==> config.mk <==
export PLATFORM = sky130hd
export DESIGN_NAME = seg7_display_driver
export DESIGN_NICKNAME = d
export VERILOG_FILES = /design/src/rtl/seg7_display_driver.sv
export SDC_FILE = /design/constraint.sdc
export NUM_CORES = 1
export LEC_CHECK = 0
export BUFFER_PORTS_ARGS = -buffer_cell sky130_fd_sc_hd__buf_4
export CORE_ASPECT_RATIO = 0.8
export CORE_UTILIZATION = 51
export CTS_BUF_LIST = sky130_fd_sc_hd__clkbuf_4 sky130_fd_sc_hd__clkbuf_8 sky130_fd_sc_hd__clkbuf_16
export DETAILED_ROUTE_END_ITERATION = 12
export PLACE_DENSITY = 0.74
export SYNTH_ARGS = -nofsm -noshare
export SYNTH_HDL_FRONTEND = slang
export SYNTH_SLANG_ARGS = --single-unit
export TNS_END_PERCENT = 10
==> constraint.sdc <==
create_clock -name clk -period 2.65 [get_ports clk]
set_input_delay 0.265 -clock clk [delete_from_list [all_inputs] [get_ports clk]]
set_output_delay 0.265 -clock clk [all_outputs]
set_load 0.05 [all_outputs]
==> src/rtl/seg7_display_driver.sv <==
`default_nettype none
// +--------------------------------------------------------------------------+
// | Module  : seg7_display_driver                                            |
// | Brief   : 4-digit multiplexed seven-segment driver with shadow register, |
// |           anti-ghost dead time, per-digit blank/blink and hex decode.    |
// | Revision: 1.0 - initial release                                          |
// +--------------------------------------------------------------------------+
module seg7_display_driver #(
    parameter int CLK_FREQ    = 100000000,
    parameter int STEP_HZ     = 4000,
    parameter int BLINK_HZ    = 2,
    parameter int DEAD_CYCLES = 16,
    parameter int ACTIVE_LOW  = 1
) (
    input  logic        clk,
    input  logic        rst_n,
    input  logic        load,
    input  logic [15:0] value,
    input  logic [3:0]  blank,
    input  logic [3:0]  blink,
    input  logic [3:0]  dp,
    output logic [3:0]  an,
    output logic [6:0]  seg,
    output logic        dp_o,
    output logic [1:0]  digit
);

    localparam int c_step_div  = CLK_FREQ / STEP_HZ;
    localparam int c_blink_div = CLK_FREQ / (2 * BLINK_HZ);
    localparam int c_step_w    = $clog2(c_step_div) + 1;
    localparam int c_blink_w   = $clog2(c_blink_div) + 1;

    localparam logic [c_step_w-1:0]  c_step_last  = c_step_w'(c_step_div - 1);
    localparam logic [c_step_w-1:0]  c_dead       = c_step_w'(DEAD_CYCLES);
    localparam logic [c_blink_w-1:0] c_blink_last = c_blink_w'(c_blink_div - 1);
    localparam logic                 c_inv        = (ACTIVE_LOW != 0);

    logic [c_step_w-1:0]  r_step_cnt;
    logic [1:0]           r_digit;
    logic [c_blink_w-1:0] r_blink_cnt;
    logic                 r_blink_phase;

    logic [15:0] r_value;
    logic [3:0]  r_blank;
    logic [3:0]  r_blink;
    logic [3:0]  r_dp;

    logic [3:0]  r_an;
    logic [6:0]  r_seg;
    logic        r_dp_o;

    logic [3:0]  w_nibble;
    logic [6:0]  w_hex;
    logic        w_off;
    logic [3:0]  w_an_hi;
    logic [6:0]  w_seg_hi;
    logic        w_dp_hi;

    // Scan and blink timebases run independently of each other and of load.
    always_ff @(posedge clk) begin
        if (!rst_n) begin
            r_step_cnt    <= '0;
            r_digit       <= 2'd0;
            r_blink_cnt   <= '0;
            r_blink_phase <= 1'b0;
        end else begin
            if (r_step_cnt == c_step_last) begin
                r_step_cnt <= '0;
                r_digit    <= r_digit + 2'd1;
            end else begin
                r_step_cnt <= r_step_cnt + 1'b1;
            end
            if (r_blink_cnt == c_blink_last) begin
                r_blink_cnt   <= '0;
                r_blink_phase <= ~r_blink_phase;
            end else begin
                r_blink_cnt <= r_blink_cnt + 1'b1;
            end
        end
    end

    always_ff @(posedge clk) begin
        if (!rst_n) begin
            r_value <= 16'h0000;
            r_blank <= 4'hF;
            r_blink <= 4'h0;
            r_dp    <= 4'h0;
        end else if (load) begin
            r_value <= value;
            r_blank <= blank;
            r_blink <= blink;
            r_dp    <= dp;
        end
    end

    assign w_nibble = r_value[{r_digit, 2'b00} +: 4];

    always_comb begin
        w_hex = 7'b0000000;
        case (w_nibble)
            4'h0: w_hex = 7'b0111111;
            4'h1: w_hex = 7'b0000110;
            4'h2: w_hex = 7'b1011011;
            4'h3: w_hex = 7'b1001111;
            4'h4: w_hex = 7'b1100110;
            4'h5: w_hex = 7'b1101101;
            4'h6: w_hex = 7'b1111101;
            4'h7: w_hex = 7'b0000111;
            4'h8: w_hex = 7'b1111111;
            4'h9: w_hex = 7'b1101111;
            4'hA: w_hex = 7'b1110111;
            4'hB: w_hex = 7'b1111100;
            4'hC: w_hex = 7'b0111001;
            4'hD: w_hex = 7'b1011110;
            4'hE: w_hex = 7'b1111001;
            4'hF: w_hex = 7'b1110001;
            default: w_hex = 7'b0000000;
        endcase
    end

    // Dead time at the head of each slot lets the previous digit's anode drain.
    always_comb begin
        w_off    = (r_step_cnt < c_dead) | r_blank[r_digit] |
                   (r_blink[r_digit] & r_blink_phase);
        w_an_hi  = 4'b0000;
        w_seg_hi = 7'b0000000;
        w_dp_hi  = 1'b0;
        if (!w_off) begin
            w_an_hi  = 4'b0001 << r_digit;
            w_seg_hi = w_hex;
            w_dp_hi  = r_dp[r_digit];
        end
    end

    always_ff @(posedge clk) begin
        if (!rst_n) begin
            r_an   <= {4{c_inv}};
            r_seg  <= {7{c_inv}};
            r_dp_o <= c_inv;
        end else begin
            r_an   <= w_an_hi ^ {4{c_inv}};
            r_seg  <= w_seg_hi ^ {7{c_inv}};
            r_dp_o <= w_dp_hi ^ c_inv;
        end
    end

    assign an    = r_an;
    assign seg   = r_seg;
    assign dp_o  = r_dp_o;
    assign digit = r_digit;

endmodule
`default_nettype wire

==> results of run 1 <==
power groups by stage:
stage / combinational [mW] / sequential, mW / clock [mW]
4_1_cts: 0.174 / 1.34 / 1.00
5_1_grt: 0.192 / 1.34 / 1.06
3_5_place_dp: 0.172 / 1.37 / 0
6_report: 0.173 / 1.34 / 0.979
3_3_place_gp: 0.165 / 1.36 / 0
2_1_floorplan: 0.115 / 1.36 / 0
state kept, by name, indices dropped and copies added (netlist names), 2 cells and up:
signal       count
r_blink_cnt     26
r_blink          4
digit            2
r_value         16
an               4
r_dp             4
r_blank          4
r_step_cnt      16
seg              7
routing by layer:
| metal | vias up | wire [um] |
|---|---|---|
| met3 | 20 | 406 |
| li1 | 1503 | - |
| met2 | 96 | 3540 |
| met5 | - | 0 |
| met4 | 0 | 138 |
| met1 | 1424 | 3770 |
cell usage in the layout, fill, tap and decap left out, types with 7 or more instances in the layout:
| cell type | netlist | routed |
|---|---|---|
| mux4_2 | 8 | 8 |
| nand3_1 | 17 | 17 |
| buf_4 | 0 | 46 |
| a21oi_1 | 17 | 17 |
| xnor2_1 | 17 | 17 |
| nand2_1 | 25 | 25 |
| nor3_1 | 7 | 7 |
| nor2_1 | 62 | 62 |
| o21ai_0 | 10 | 10 |
| nand4_1 | 9 | 9 |
| or3_1 | 10 | 10 |
| xor2_1 | 11 | 11 |
| mux2i_1 | 30 | 30 |
| clkbuf_8 | 0 | 12 |
| o31ai_1 | 8 | 8 |
| or4_1 | 8 | 8 |
| nor4_1 | 7 | 7 |
| dfxtp_1 | 85 | 85 |
| ha_1 | 12 | 12 |
| inv_1 | 18 | 18 |
worst min-delay path, stage by stage:
cell	delay, ps
buf_4	80
mux2i_1	60
nand2_1	60
Yosys cell counts, types with 2 or more instances:
| library cell | instances | area [sq um] |
|---|---|---|
| dfxtp_1 | 85 | 1700 |
| nor2_1 | 62 | 233 |
| mux2i_1 | 30 | 300 |
| nand2_1 | 25 | 93.8 |
| inv_1 | 18 | 67.6 |
| a21oi_1 | 17 | 85.1 |
| nand3_1 | 17 | 85.1 |
| xnor2_1 | 17 | 149 |
| clkbuf_1 | 13 | 48.8 |
| ha_1 | 12 | 150 |
| xor2_1 | 11 | 96.3 |
| o21ai_0 | 10 | 50.1 |
| or3_1 | 10 | 62.6 |
| nand4_1 | 9 | 56.3 |
| mux4_2 | 8 | 180 |
| o31ai_1 | 8 | 60.1 |
| or4_1 | 8 | 60.1 |
| nor3_1 | 7 | 35.0 |
| nor4_1 | 7 | 43.8 |
| and3_1 | 5 | 31.3 |
| and2_1 | 3 | 18.8 |
| and4_1 | 3 | 26.3 |
| buf_2 | 2 | 10.0 |
| nor3b_1 | 2 | 15.0 |
| o211ai_1 | 2 | 15.0 |
final timing paths:
path	endpoint	cells after the start	startpoint
hold reg to reg	r_step_cnt[0]$_SDFF_PP0_	1	r_step_cnt[0]$_SDFF_PP0_
setup reg to reg	seg[4]$_SDFF_PN1_	5	digit[0]$_SDFFE_PN0P_
hold / removal	r_blank[3]$_SDFFE_PN1P_	3	blank[3]
setup / recovery	seg[4]$_SDFF_PN1_	5	digit[0]$_SDFFE_PN0P_
final cells by class:
| type | instances | area, sq um | share of cell area |
|---|---|---|---|
| Clock buffer | 12 | 165 | 0.0374 |
| Clock inverter | 4 | 53.8 | 0.0122 |
| Inverter | 18 | 67.6 | 0.0153 |
| Multi-Input combinational cell | 286 | 1970 | 0.447 |
| Sequential cell | 85 | 1700 | 0.385 |
| Tap cell | 87 | 109 | 0.0247 |
| Timing Repair Buffer | 46 | 345 | 0.0782 |
stage by stage:
stage | instance area [sq um] | cells | utilization
6_report | 4420 | 538 | 0.625
3_3_place_gp | 4200 | 522 | 0.594
3_5_place_dp | 4200 | 522 | 0.594
2_1_floorplan | 3820 | 406 | -
5_1_grt | 4420 | 538 | 0.625
4_1_cts | 4420 | 538 | 0.625
kinds of logic (layout without fill, tap and decap cells):
logic type / count (synthesis) / count (layout) / share of synthesized area
XOR/XNOR: 28 / 28 / 0.0643
AO/OA/AOI/OAI: 43 / 43 / 0.0672
buffers and inverters: 35 / 80 / 0.0370
flip-flops: 85 / 85 / 0.446
AND/OR/NAND/NOR: 164 / 164 / 0.217
adder cells (fa/ha/maj): 12 / 12 / 0.0393
multiplexers: 39 / 39 / 0.129
==> impl_metrics.tcl, run 1 <==
set metrics [dict create \
    result_of_the_run "finished clean" \
    cts.reportedPaths.clkPinSlew_ps 90 \
    ir_drop_mv 0.358 \
    routed_wire_length_per_instance_um 14.6 \
    p_seq_frac 0.537 \
    h-tree-depth 3 \
    dr_total_vias 3043 \
    diodes 0 \
    dp_slack_ps 511 \
    clock.fmax_mhz 466 \
    dp_hpwl_mm 5.57 \
    worst_slew_pin_slew_ps 944 \
    die_area_sq_mm 0.00783 \
    clk_latency_ps 360 \
    tns_ps 0 \
    worstSetupEndpointType "flop" \
    totalWireLength_mm 7.86 \
    critical_path_class "reg -> reg" \
    reported_max_cap_violation_count 0 \
    timing_hold_violations_final 0 \
    slew_viol_final 0 \
    clk_path_buf_depth 2 \
    grt_setup_unrepaired "false" \
    die_width_um 98.7 \
    seq_area_frac_synth 0.446 \
    worst-path-buf-inv 1 \
    finClkSkew_ps 11.9 \
    via_per_inst 5.66 \
    worst_hold_path_type "in -> reg" \
    worstPathArrival_ps 2370 \
    routabilityCongestion 0.831 \
    core_area_sq_mm 0.00706 \
    grt_antenna_before_repair 0 \
    vias_in_the_first_global_route 2806 \
    clock-sinks 85 \
    layout_setup_ws_ps 504 \
    crit_chain "buf_4 > mux4_2 > mux2_2 > o21ai_0 > nand2_1" \
    post_cts_setup_buffers 0 \
    power.share.clock 0.394 \
    tritoncts "yes" \
    period_needed_ps 2150 \
    postSynthAreaPerCell_sq_um 9.40 \
    cellInternalPower_mw 1.91 \
    yosysUniqueCellTypes 40 \
    grt_pass1_wl_mm 13.1 \
    synth-edff-count 0 \
    grt.met2_usage 0.350 \
    cp_data_required_time_ps 2880 \
    delay_of_the_slowest_cell_on_the_worst_path_ps 660 \
    detailedRoute.firstPassIterationCount 4 \
    top_delay_family_on_crit_path "multiplexers" \
    effective_utilization_at_floorplan 0.540 \
    power.leakage_nw 1.69 \
    critPathSlowestCell "mux4_2" \
    synth-seq-cells 85 \
    setup.reg_to_reg.worst_slack_ps 500 \
    post_synthesis_net_count 449 \
    num_io_pins 45 \
    port_buffers 44 \
    fill_cells 618 \
    worstSetupStartpointType "flop" \
    post_cts_resized 0 \
    synth_warnings 0 \
    setup_violations 0 \
    synthesis.area_sq_mm 0.00382 \
    area_delta_synth_final_pct 15.7 \
    finalNetCount 489 \
    power.switching_mw 0.576 \
    global_route.peak_usage_layer "met2" \
    fin_crit_sh 0.810 \
    fp-row-count 27 \
    yosys_most_used_dff "dfxtp_1" \
    use_met1 0.269 \
    tritoncts.num_buffers 9 \
    p_total_mw 2.49 \
    ys_async_sr_fraction 0 \
    cts_hold_buf 0 \
    layout-drive-gt1-share 0.166 \
    power.share.switching 0.231 \
    clk_root_buffer_cell "clkbuf_8" \
    grt_max_degree 30 \
    grt-ovfl-total 0 \
    combinationalPowerShare 0.070 \
    post-route-drc-count 0 \
    dr.first_iter.drc_count 109 \
    floorplan.die.height_um 79.4 \
    syn_inst 406 \
    worst_hold_slack_ps 136 \
    ant_nets 0 \
    critPathMaxFanout 15 \
    gr-usage-all-layers 0.214 \
    grtUsageMet3 0.0701 \
    pwr_density_cell_mw_per_mm2 563 \
    slew_headroom 0.370 \
]
No activity file was read; power rests on OpenSTA's default activity.
==> run 2: changes to the inputs <==
- clock period: 2.65 -> 2 ns (I/O delays scaled with it)
==> run 2 against run 1 <==
Net effect:
- clock power is 14% higher
- global-route usage is 0.33 points lower
- die area is the same
- utilization up 1.4 points
- register-to-register slack worse by 430 ps
- design area up 2.3%
- clock-buffer cell count decreased by 1
==> impl_metrics.tcl, run 2 (synthesis gave the netlist of run 1 again) <==
set metrics [dict create \
    totalWireLength_mm 8.03 \
    multi_input_combinational_cell_area_sq_mm 0.00199 \
    critical_path_class "reg -> reg" \
    grt_setup_unrepaired "false" \
    slew_headroom 0.684 \
    worst_hold_slack_ps 57.6 \
    worst_slew_pin_slew_ps 473 \
    clock-sinks 85 \
    tritoncts.num_buffers 9 \
    p_total_mw 3.13 \
    pwr_density_cell_mw_per_mm2 693 \
    port_buffers 44 \
    worst-path-buf-inv 0 \
    result_of_the_run "finished clean" \
    delay_of_the_slowest_cell_on_the_worst_path_ps 560 \
    clk_root_buffer_cell "clkbuf_8" \
    diodes 0 \
    die_area_sq_mm 0.00783 \
    fp-row-count 27 \
    worst_hold_path_type "in -> reg" \
    worstSetupStartpointType "flop" \
    largest_registers "r_blink_cnt: 26 flops, r_step_cnt: 16 flops, r_value: 16 flops" \
    gr-usage-all-layers 0.211 \
    power.leakage_nw 1.75 \
    top_delay_family_on_crit_path "simple AND/OR/NAND/NOR gates" \
    tritoncts "yes" \
    timing_hold_violations_final 0 \
    grt-ovfl-total 0 \
    fill_cells 600 \
    cts_hold_buf 0 \
    path_depth 5 \
    final_cell_mix "75 x dfxtp_1, 62 x nor2_1, 60 x buf_4, 30 x mux2i_1, 24 x nand2_1" \
    num_io_pins 45 \
    die_width_um 98.7 \
    r2r_cells 5 \
    ff_latch_area_sq_mm 0.00172 \
    routed_wire_length_per_instance_um 14.5 \
    via_per_inst 5.57 \
    cts.reportedPaths.clkPinSlew_ps 90 \
    critPathMaxFanout 6 \
    critPathSlowestCell "or4_4" \
    period_needed_ps 1930 \
    clock.fmax_mhz 518 \
    setup_violations 0 \
    grt_pass1_wl_mm 12.9 \
    detailedRoute.firstPassIterationCount 5 \
    post-route-drc-count 0 \
    effective_utilization_at_floorplan 0.540 \
    vias_in_the_first_global_route 2764 \
    core_area_sq_mm 0.00706 \
    dr_total_vias 3080 \
    crit_chain "ha_2 > nand2_2 > or4_4 > or4_1 > a21oi_1" \
    grt_antenna_before_repair 0 \
    routabilityCongestion 0.816 \
    worstSetupEndpointType "flop" \
    finalNetCount 504 \
    cp_data_required_time_ps 2290 \
    area_delta_synth_final_pct 18.3 \
    worstPathArrival_ps 2220 \
    floorplan.die.height_um 79.4 \
    layout-drive-gt1-share 0.221 \
    h-tree-depth 3 \
    tns_ps 0 \
    finClkSkew_ps 9.02 \
    layout_commonest_cell "dfxtp_1" \
    whs_path_depth 3 \
    largest_reg_flops 26 \
    ir_drop_mv 0.360 \
    grt_max_degree 30 \
    reported_max_cap_violation_count 0 \
    clk_path_buf_depth 2 \
    fin_crit_sh 0.965 \
    largest_register_by_flop_count "r_blink_cnt" \
    slew_viol_final 0 \
    clk_latency_ps 360 \
    ant_nets 0 \
    dr.first_iter.drc_count 147 \
    dp_hpwl_mm 5.50 \
]
-- run 2: worst paths after layout --
| path | startpoint | endpoint | slack (ps) |
|---|---|---|---|
| hold / removal | blank[2] | r_blank[2]$_SDFFE_PN1P_ | 60 |
| setup reg to reg | r_blink_cnt[1]$_SDFF_PP0_ | r_blink_cnt[24]$_SDFF_PP0_ | 70 |
| setup / recovery | r_blink_cnt[1]$_SDFF_PP0_ | r_blink_cnt[24]$_SDFF_PP0_ | 70 |
| hold reg to reg | r_step_cnt[0]$_SDFF_PP0_ | r_step_cnt[0]$_SDFF_PP0_ | 480 |
-- run 2: worst register-to-register path: stages (launching register included) --
cell,delay [ps]
dfxtp_2,370
ha_2,200
nand2_2,90
or4_4,560
or4_1,480
a21oi_1,160
-- run 2: report_power, final --
part | total [mW] | internal (mW) | switching (mW)
registers | 1.77 | 1.73 | 0.0326
logic | 0.239 | 0.123 | 0.115
clock network | 1.12 | 0.499 | 0.624
total | 3.13 | 2.36 | 0.772
-- run 2: stage by stage --
stage | cell area [sq um] | setup slack, ps | util | cells
finish | 4520 | 70.4 | 0.640 | 553
global route | 4520 | 1.81 | 0.640 | 553
CTS | 4480 | 26.3 | 0.634 | 551
detailed placement | 4300 | 45.5 | 0.609 | 535
global placement | 4300 | 113 | 0.609 | 535
floorplan | 3830 | 2.82 | - | 406
-- run 2: what timing repair did --
item / CTS / global route
endpoints found under the hold margin: 0 / 0
setup endpoints to repair: 0 / 6
setup buffers: 0 / 1
resized for setup: 0 / 12
-- run 2: area by class of cell --
type | count | area share
clock buffers | 11 | 0.0321
clock inverters | 5 | 0.00748
inverters | 18 | 0.0150
multi-input cells | 287 | 0.441
flip-flops and latches | 85 | 0.381
well taps | 87 | 0.0241
repair buffers | 60 | 0.0998
-- run 2: metal layers --
metal | wire length (um) | share of wire | GRT usage
met5 | 0 | 0 | 0
met3 | 574 | 0.072 | 0.0613
met1 | 3960 | 0.49 | 0.286
met2 | 3410 | 0.42 | 0.328
met4 | 91 | 0.011 | 0.0567
